===== src/rtl/booth_seq_multiplier.sv =====
// Sequential radix-4 Booth multiplier: WIDTH/2 add-and-shift cycles per signed multiply.
// Optional macro MULT_UNSIGNED_EN adds an IsSigned input and a one-cycle-longer unsigned mode.
module booth_seq_multiplier #(
    parameter int WIDTH = 32
) (
    input  logic                 Clk,
    input  logic                 Reset_n,
    input  logic                 Start,
    input  logic [WIDTH-1:0]     Multiplicand,
    input  logic [WIDTH-1:0]     Multiplier,
`ifdef MULT_UNSIGNED_EN
    input  logic                 IsSigned,
`endif
    output logic [2:0]           Sel,
    output logic                 Busy,
    output logic                 Done,
    output logic [2*WIDTH-1:0]   Product
);

`ifdef MULT_UNSIGNED_EN
    localparam int QW = WIDTH + 2;
    localparam int AW = WIDTH + 4;
`else
    localparam int QW = WIDTH;
    localparam int AW = WIDTH + 2;
`endif
    localparam int CW = $clog2(WIDTH / 2 + 2);
    localparam logic [CW-1:0] LAST_SIGNED   = CW'(WIDTH / 2 - 1);
    localparam logic [CW-1:0] LAST_UNSIGNED = CW'(WIDTH / 2);

    typedef enum logic [1:0] {
        IDLE = 2'b00,
        CALC = 2'b01,
        DONE = 2'b10
    } state_t;

    state_t              state_r;
    state_t              state_next_s;
    logic                busy_r;
    logic                done_r;
    logic [2*WIDTH-1:0]  product_r;
    logic [AW-1:0]       a_r;
    logic [AW-1:0]       m_r;
    logic [QW-1:0]       q_r;
    logic                qm1_r;
    logic [CW-1:0]       cnt_r;
    logic                signed_r;

    logic [AW-1:0]       m_ext_s;
    logic [QW-1:0]       q_ext_s;
    logic [AW-1:0]       digit_s;
    logic [AW-1:0]       sum_s;
    logic [AW-1:0]       a_next_s;
    logic [QW-1:0]       q_next_s;
    logic                qm1_next_s;
    logic                last_iter_s;
    logic [2*WIDTH-1:0]  product_next_s;
    logic [2:0]          sel_s;

    // Operand extension: sign-extend normally, zero-extend in unsigned mode
    always_comb begin
        m_ext_s = {{(AW-WIDTH){Multiplicand[WIDTH-1]}}, Multiplicand};
        q_ext_s = {{(QW-WIDTH){Multiplier[WIDTH-1]}}, Multiplier};
`ifdef MULT_UNSIGNED_EN
        if (IsSigned) begin
            m_ext_s = {{(AW-WIDTH){Multiplicand[WIDTH-1]}}, Multiplicand};
            q_ext_s = {{(QW-WIDTH){Multiplier[WIDTH-1]}}, Multiplier};
        end else begin
            m_ext_s = {{(AW-WIDTH){1'b0}}, Multiplicand};
            q_ext_s = {{(QW-WIDTH){1'b0}}, Multiplier};
        end
`endif
    end

    // Booth recode of {Q[1],Q[0],q_-1}, accumulate, then arithmetic shift right by two
    always_comb begin
        digit_s = {AW{1'b0}};
        case ({q_r[1:0], qm1_r})
            3'b001, 3'b010: digit_s = m_r;
            3'b011:         digit_s = {m_r[AW-2:0], 1'b0};
            3'b100:         digit_s = ~{m_r[AW-2:0], 1'b0} + {{(AW-1){1'b0}}, 1'b1};
            3'b101, 3'b110: digit_s = ~m_r + {{(AW-1){1'b0}}, 1'b1};
            default:        digit_s = {AW{1'b0}};
        endcase
        sum_s      = a_r + digit_s;
        a_next_s   = {sum_s[AW-1], sum_s[AW-1], sum_s[AW-1:2]};
        q_next_s   = {sum_s[1:0], q_r[QW-1:2]};
        qm1_next_s = q_r[1];
    end

    // Iteration-end detection and result extraction from the post-shift value
    always_comb begin
        last_iter_s    = 1'b0;
        product_next_s = {(2*WIDTH){1'b0}};
`ifdef MULT_UNSIGNED_EN
        if (signed_r) begin
            last_iter_s    = (cnt_r == LAST_SIGNED);
            product_next_s = {a_next_s[WIDTH-1:0], q_next_s[QW-1:2]};
        end else begin
            last_iter_s    = (cnt_r == LAST_UNSIGNED);
            product_next_s = {a_next_s[WIDTH-3:0], q_next_s};
        end
`else
        if (signed_r) begin
            last_iter_s = (cnt_r == LAST_SIGNED);
        end else begin
            last_iter_s = (cnt_r == LAST_UNSIGNED);
        end
        product_next_s = {a_next_s[WIDTH-1:0], q_next_s};
`endif
    end

    // Next-state logic; Start is only honoured in IDLE
    always_comb begin
        state_next_s = state_r;
        case (state_r)
            IDLE: begin
                if (Start) begin
                    state_next_s = CALC;
                end else begin
                    state_next_s = IDLE;
                end
            end
            CALC: begin
                if (last_iter_s) begin
                    state_next_s = DONE;
                end else begin
                    state_next_s = CALC;
                end
            end
            DONE:    state_next_s = IDLE;
            default: state_next_s = IDLE;
        endcase
    end

    // State register with Busy registered alongside it
    always_ff @(posedge Clk or negedge Reset_n) begin
        if (!Reset_n) begin
            state_r <= IDLE;
            busy_r  <= 1'b0;
        end else begin
            state_r <= state_next_s;
            busy_r  <= (state_next_s != IDLE);
        end
    end

    // Datapath registers: operand capture, iteration, result and Done pulse
    always_ff @(posedge Clk or negedge Reset_n) begin
        if (!Reset_n) begin
            a_r       <= {AW{1'b0}};
            m_r       <= {AW{1'b0}};
            q_r       <= {QW{1'b0}};
            qm1_r     <= 1'b0;
            cnt_r     <= {CW{1'b0}};
            signed_r  <= 1'b1;
            done_r    <= 1'b0;
            product_r <= {(2*WIDTH){1'b0}};
        end else begin
            done_r <= 1'b0;
            if ((state_r == IDLE) && Start) begin
                a_r   <= {AW{1'b0}};
                m_r   <= m_ext_s;
                q_r   <= q_ext_s;
                qm1_r <= 1'b0;
                cnt_r <= {CW{1'b0}};
`ifdef MULT_UNSIGNED_EN
                signed_r <= IsSigned;
`else
                signed_r <= 1'b1;
`endif
            end else if (state_r == CALC) begin
                a_r   <= a_next_s;
                q_r   <= q_next_s;
                qm1_r <= qm1_next_s;
                cnt_r <= cnt_r + {{(CW-1){1'b0}}, 1'b1};
                if (last_iter_s) begin
                    product_r <= product_next_s;
                    done_r    <= 1'b1;
                end else begin
                    product_r <= product_r;
                end
            end else begin
                a_r <= a_r;
            end
        end
    end

    // Digit select follows the live Q/q_-1 bits, forced to zero outside CALC
    always_comb begin
        if (state_r == CALC) begin
            sel_s = {q_r[1:0], qm1_r};
        end else begin
            sel_s = 3'b000;
        end
    end

    assign Sel     = sel_s;
    assign Busy    = busy_r;
    assign Done    = done_r;
    assign Product = product_r;

endmodule


===== config.mk =====
export PLATFORM = sky130hd
export DESIGN_NAME = booth_seq_multiplier
export DESIGN_NICKNAME = d
export VERILOG_FILES = /design/src/rtl/booth_seq_multiplier.sv
export SDC_FILE = /design/constraint.sdc
export NUM_CORES = 1
export LEC_CHECK = 0
export ABC_AREA = 1
export CAP_MARGIN = 15
export CORE_ASPECT_RATIO = 0.8
export CORE_MARGIN = 2
export CORE_UTILIZATION = 43
export CTS_CLUSTER_SIZE = 12
export DETAILED_ROUTE_END_ITERATION = 6
export DONT_BUFFER_PORTS = 1
export SLEW_MARGIN = 20
export SYNTH_ARGS = -nofsm -noshare
export SYNTH_HDL_FRONTEND = slang
export SYNTH_SLANG_ARGS = --single-unit

===== constraint.sdc =====
create_clock -name Clk -period 3.81 [get_ports Clk]
set_input_delay 0.381 -clock Clk [delete_from_list [all_inputs] [get_ports Clk]]
set_output_delay 0.381 -clock Clk [all_outputs]
set_load 0.01 [all_outputs]

# Word level (Yosys, flattened, before mapping)
# Index checks and enable logic that the tools add are counted.
dict set report word_totals {
  inputBits 67
  wordCells 47
  output_inout_bits 69
  register_bits 172
}
dict set report classes {
  addsub 4
  n_reduce_logical 7
  eq_ne 8
  n_mux 16
  bitwise 3
}
# cell n
set ops {}
lappend ops {{$pmux 34 s4} 1}
lappend ops {{$add 34x1->34 const B} 2}
lappend ops {{$mux 34} 2}
lappend ops {{$not 34->34} 2}
lappend ops {{$mux 32} 2}
lappend ops {{$add 34x34->34} 1}
lappend ops {{$mux 5} 2}
lappend ops {{$eq 3x3->1 const B} 3}
lappend ops {{$eq 3x2->1 const B} 2}
lappend ops {{$mux 1} 6}
lappend ops {{$add 5x1->5 const B} 1}
lappend ops {{$eq 5x4->1 const B} 1}
lappend ops {{$pmux 2 s2} 1}
lappend ops {{$reduce_bool 2->1} 2}
lappend ops {{$reduce_or 2->1} 2}
lappend ops {{$eq 3x1->1 const B} 1}
lappend ops {{$mux 3} 1}
lappend ops {{$reduce_and 3->1} 1}
lappend ops {{$eq 2x1->1 const B} 1}
lappend ops {{$logic_not 2->1} 1}
lappend ops {{$mux 2} 1}
lappend ops {{$logic_and 1x1->1} 1}
lappend ops {{$not 1->1} 1}

# Depth between registers and ports, before layout
dict set report logic_depth {
  word_depth 6
  depth_mapped 25
  depth_no_buf 25
}

# Least setup slack after synthesis
# OpenSTA, ideal clock, no wires.
dict set report synth_timing {
  path_kind {flip-flop to flip-flop}
  startpoint {register m_r[0]}
  endpoint {register product_r[55] (netlist: Product[55])}
  required_time_ps 3693
  t_arrival_ps 2797
  synth_period_minus_slack_ps 2914
  setup_slack_ps 896
  setup_time_ps 117
  path_stages_with_launch 22
  n_path_buf 0
  cell_sequence {dfrtp_1 inv_1 ha_1 nand2_2 nor2_4 nand2_4 nor2_8 nand3_4 nor2_2 xor2_1 inv_1 a21oi_1 nand2_1 ha_1 nand2_1 nor2_1 nand2_1 or2_2 nand3_1 nand2_1 nand3_1 nand2_1}
}
dict set report synth_via {
  elab_chain_len 4
  word_cells_on_any_way 6
  cone_classes {add/sub (3); mux (1); bitwise (2)}
}
# item line
set synth_rtl {}
lappend synth_rtl {{start: declaration} 43} ;# logic [AW-1:0] m_r;
lappend synth_rtl {{start signal: assignment} 151} ;# m_r <= {AW{1'b0}};
lappend synth_rtl {{start signal: assignment} 162} ;# m_r <= m_ext_s;
lappend synth_rtl {{$not 34->34 (on tied branches)} {82, 81}}
lappend synth_rtl {{$add 34x1->34 (on tied branches)} {82, 81}}
lappend synth_rtl {{$pmux 34 s4 *} 78} ;# case ({q_r[1:0], qm1_r})
lappend synth_rtl {{$add 34x34->34 *} 85} ;# sum_s = a_r + digit_s;
lappend synth_rtl {{end signal: assignment} 157} ;# product_r <= {(2*WIDTH){1'b0}};
lappend synth_rtl {{end signal: assignment} 177} ;# product_r <= product_next_s;
lappend synth_rtl {{end signal: assignment} 180} ;# product_r <= product_r;
lappend synth_rtl {{end: declaration} 41} ;# logic [2*WIDTH-1:0] product_r;
# Mark *: on every way between the ends. The rest lies on a longest branch, timed or not.
# A chain may end at the register's enable or synchronous reset.

# Worst setup path in the final report
dict set report layout_timing {
  startpoint {register m_r[1]}
  endpoint {register product_r[49] (netlist: Product[49])}
}
# The elaborated chain is that of the path after synthesis.

==> impl_metrics.json <==
{
  "diodes": 0,
  "cp.required_ns": 4.18,
  "die_w_um": 178,
  "tightest_slew_ns": 0.942,
  "path_class": "flip-flop to flip-flop",
  "postPlaceCellArea_um2": 10700,
  "finalHoldViolCount": 170,
  "grt_overflow_total": 0,
  "wl_per_cell_um": 17.5,
  "path_common_cell": "nand2_1",
  "coreArea_um2": 23500,
  "cts_buffers": 17,
  "nets": 1492,
  "setup_viol": 0,
  "cts_sinks": 170,
  "syn_inst": 1403,
  "yosysTopAreaCell": "dfrtp_1",
  "wl_um": 30000,
  "grt_pass1_wl_um": 48500,
  "yosys_warnings": 0,
  "avgViaCountPerCell": 5.40,
  "dp.cells": 1681,
  "route.detailed.drc": 0,
  "finalSetupTns_ns": 0,
  "initial_core_util": 0.440,
  "rows": 50,
  "hold_slack_ns": -0.354,
  "slew_viol_final": 0,
  "yosysTopAreaCellShare": 0.411,
  "cap_violations": 0,
  "grt_max_degree": 171,
  "grt_pass1_vias": 8691,
  "clock_skew_ns": 0.00721,
  "seq_area_frac_synth": 0.411,
  "instances_no_fill": 1713,
  "status": "finished, violations left",
  "dieArea_um2": 25300,
  "gp_congestion": 0.984,
  "ys_types": 48,
  "max_stage_delay_ns": 0.38,
  "fin_area_um2": 11300,
  "ys_ff_latch": 170,
  "cpLargestDelayFamily": "simple AND/OR/NAND/NOR gates",
  "grtUsageTotal": 0.248,
  "hp-class": "input port to async pin",
  "slowest_stage": "dfrtp_1",
  "syn_nets": 1507,
  "cts_buffer_depth": 2,
  "firstDrtPassIters": 6,
  "fp.dieH_um": 143,
  "clock_latency_ns": 0.44,
  "critPathLaunchType": "flip-flop",
  "r2r-start": "m_r[1]",
  "htreeDepth": 4,
  "clk_pin_slew_ns": 0.07,
  "cp_max_fo": 5,
  "layout-drive-gt1-share": 0.0799,
  "cts_setup_buffers": 0,
  "vias": 9246,
  "io_buffers": 0,
  "antenna_found_initial": 0,
  "violations": "negative hold slack",
  "top_level_ports": 136,
  "max_freq_mhz": 283,
  "cts_root_buf": "clkbuf_16",
  "rrSetupSlack_ns": 0.28,
  "slew_headroom": 0.371,
  "crit_arrival_ns": 3.91,
  "synth_area_um2": 10400,
  "synth_area_leaders": "dfrtp_1 41%, nand2_1 17%, o21ai_0 5.7%, inv_1 5.3%, ha_1 4.3%",
  "cts_tree": "yes",
  "crit_chain": "inv_1 -> ha_1 -> nand2_2 -> nor2_4 -> nand3_2 -> nor4_4 -> xor2_1 -> inv_1 -> a21oi_1 -> nand2_1 -> ha_1 -> nand2_1 -> inv_1 -> nand2_1 -> inv_1 -> a21oi_2 -> nand3_2 -> nand2_1 -> nand2_1 -> nor2_2 -> nand2_1 -> nand2_1",
  "path_buf_inv": 4,
  "area_growth_pct": 8.93,
  "syn_area_per_cell_um2": 7.38,
  "post-dp-hpwl_um": 22600,
  "drtIter0Drc": 963,
  "reg2reg_to": "Product[49]",
  "crit_path_end_kind": "flip-flop",
  "period_needed_ns": 3.53,
  "fin_crit_sh": 0.928,
  "ant_nets": 0,
  "r2r_cells": 22
}
per-layer routing:
metal,wire length [µm],track usage,vias up
met4,250,0.0324,0
met1,16000,0.403,4353
li1,-,-,4578
met5,0,0,-
met2,11600,0.334,296
met3,2120,0.0578,19
layout by cell type (no fill, tap or decap), types with 4 or more instances in the layout:
| cell type | Yosys | layout |
|---|---|---|
| a221o_1 | 5 | 5 |
| nand3_2 | 4 | 5 |
| a21oi_1 | 47 | 45 |
| inv_6 | 0 | 4 |
| xor2_1 | 23 | 23 |
| nand4_1 | 16 | 16 |
| ha_1 | 36 | 34 |
| o2111ai_1 | 10 | 10 |
| nand3_1 | 83 | 82 |
| inv_1 | 146 | 146 |
| or2_2 | 4 | 4 |
| nor2_1 | 96 | 92 |
| nand2_2 | 10 | 11 |
| nor3_1 | 13 | 9 |
| o22ai_1 | 11 | 11 |
| nor3_2 | 0 | 4 |
| nor2_4 | 7 | 8 |
| clkbuf_16 | 0 | 17 |
| a21oi_2 | 2 | 4 |
| o21ai_0 | 117 | 116 |
| o221ai_1 | 33 | 33 |
| inv_2 | 9 | 9 |
| nor2_2 | 10 | 13 |
| dfrtp_1 | 170 | 170 |
| nand2_1 | 460 | 459 |
| o21bai_1 | 4 | 4 |
| nand3b_1 | 11 | 11 |
| buf_4 | 0 | 11 |
what timing repair did:
| action | in CTS | in global routing |
|---|---|---|
| hold endpoints to repair | 170 | 170 |
| gates resized for setup | 0 | 14 |
| endpoints found under the setup margin | 0 | 8 |
area by class of cell:
| type | count | area, µm² |
|---|---|---|
| fill | 2464 | 12200 |
| sequential | 170 | 4250 |
| timing repair buffer | 13 | 123 |
| tap | 312 | 390 |
| clock buffer | 22 | 474 |
| multi-input combinational | 1031 | 5380 |
| inverter | 155 | 582 |
| clock inverter | 10 | 81.3 |
cell families (layout without fill, tap and decap cells):
logic type | Yosys count | in the layout | synth area share
AO/OA/AOI/OAI | 245 | 245 | 0.144
XOR/XNOR | 26 | 26 | 0.0220
adder cells (fa/ha/maj) | 37 | 37 | 0.0454
buffers and inverters | 202 | 200 | 0.0754
flip-flops | 170 | 170 | 0.411
AND/OR/NAND/NOR | 723 | 723 | 0.302
worst reg2reg max path: stages (launching register included):
cell and delay [ns]:
dfrtp_1 0.38, inv_1 0.13, ha_1 0.21, nand2_2 0.08, nor2_4 0.14, nand3_2 0.12, nor4_4 0.29, xor2_1 0.18
inv_1 0.06, a21oi_1 0.12, nand2_1 0.09, ha_1 0.37, nand2_1 0.16, inv_1 0.07, nand2_1 0.17, inv_1 0.08
a21oi_2 0.19, nand3_2 0.14, nand2_1 0.09, nand2_1 0.07, nor2_2 0.16, nand2_1 0.09, nand2_1 0.07
flip-flops by register name, indices dropped and copies added (netlist names), 2 cells and up:
name and count:
q_r 32, state_r 2, m_r 32, a_r 32, cnt_r 5, Product 64
worst max path at each step:
stage | from | endpoint | cells past startpoint
floorplan | m_r[0] | Product[55] | 21
global placement | m_r[0] | a_r[32] | 19
detailed placement | m_r[0] | a_r[32] | 19
CTS | m_r[0] | a_r[32] | 19
global route | m_r[0] | Product[56] | 21
finish | m_r[1] | Product[49] | 22
metrics by stage:
step                       util  worst slack (ns)
after floorplan               -             0.896
after global placement    0.454             0.202
after detailed placement  0.454             0.224
after CTS                 0.477             0.209
after global routing      0.480          -0.00521
final                     0.480             0.276
Yosys cell counts (all sizes together):
cell and count:
nand2 471, dfrtp 170, inv 155, o21ai 121
nor2 114, nand3 88, a21oi 49, ha 36
o221ai 33, clkbuf 27, xor2 23, buf 20
nand4 16, nor3 14, nand3b 11, o22ai 11
o2111ai 10, or2 6, a221o 5, o21bai 5
o211ai 4, xnor2 3, a21o 2, nor4 2
a221oi 1, a22o 1, a22oi 1, and3 1
fa 1, o21a 1, o31ai 1
Power is left out: the tool's default activity adds up to more than one toggle a clock period on the data nets, which glitch-free logic cannot reach.
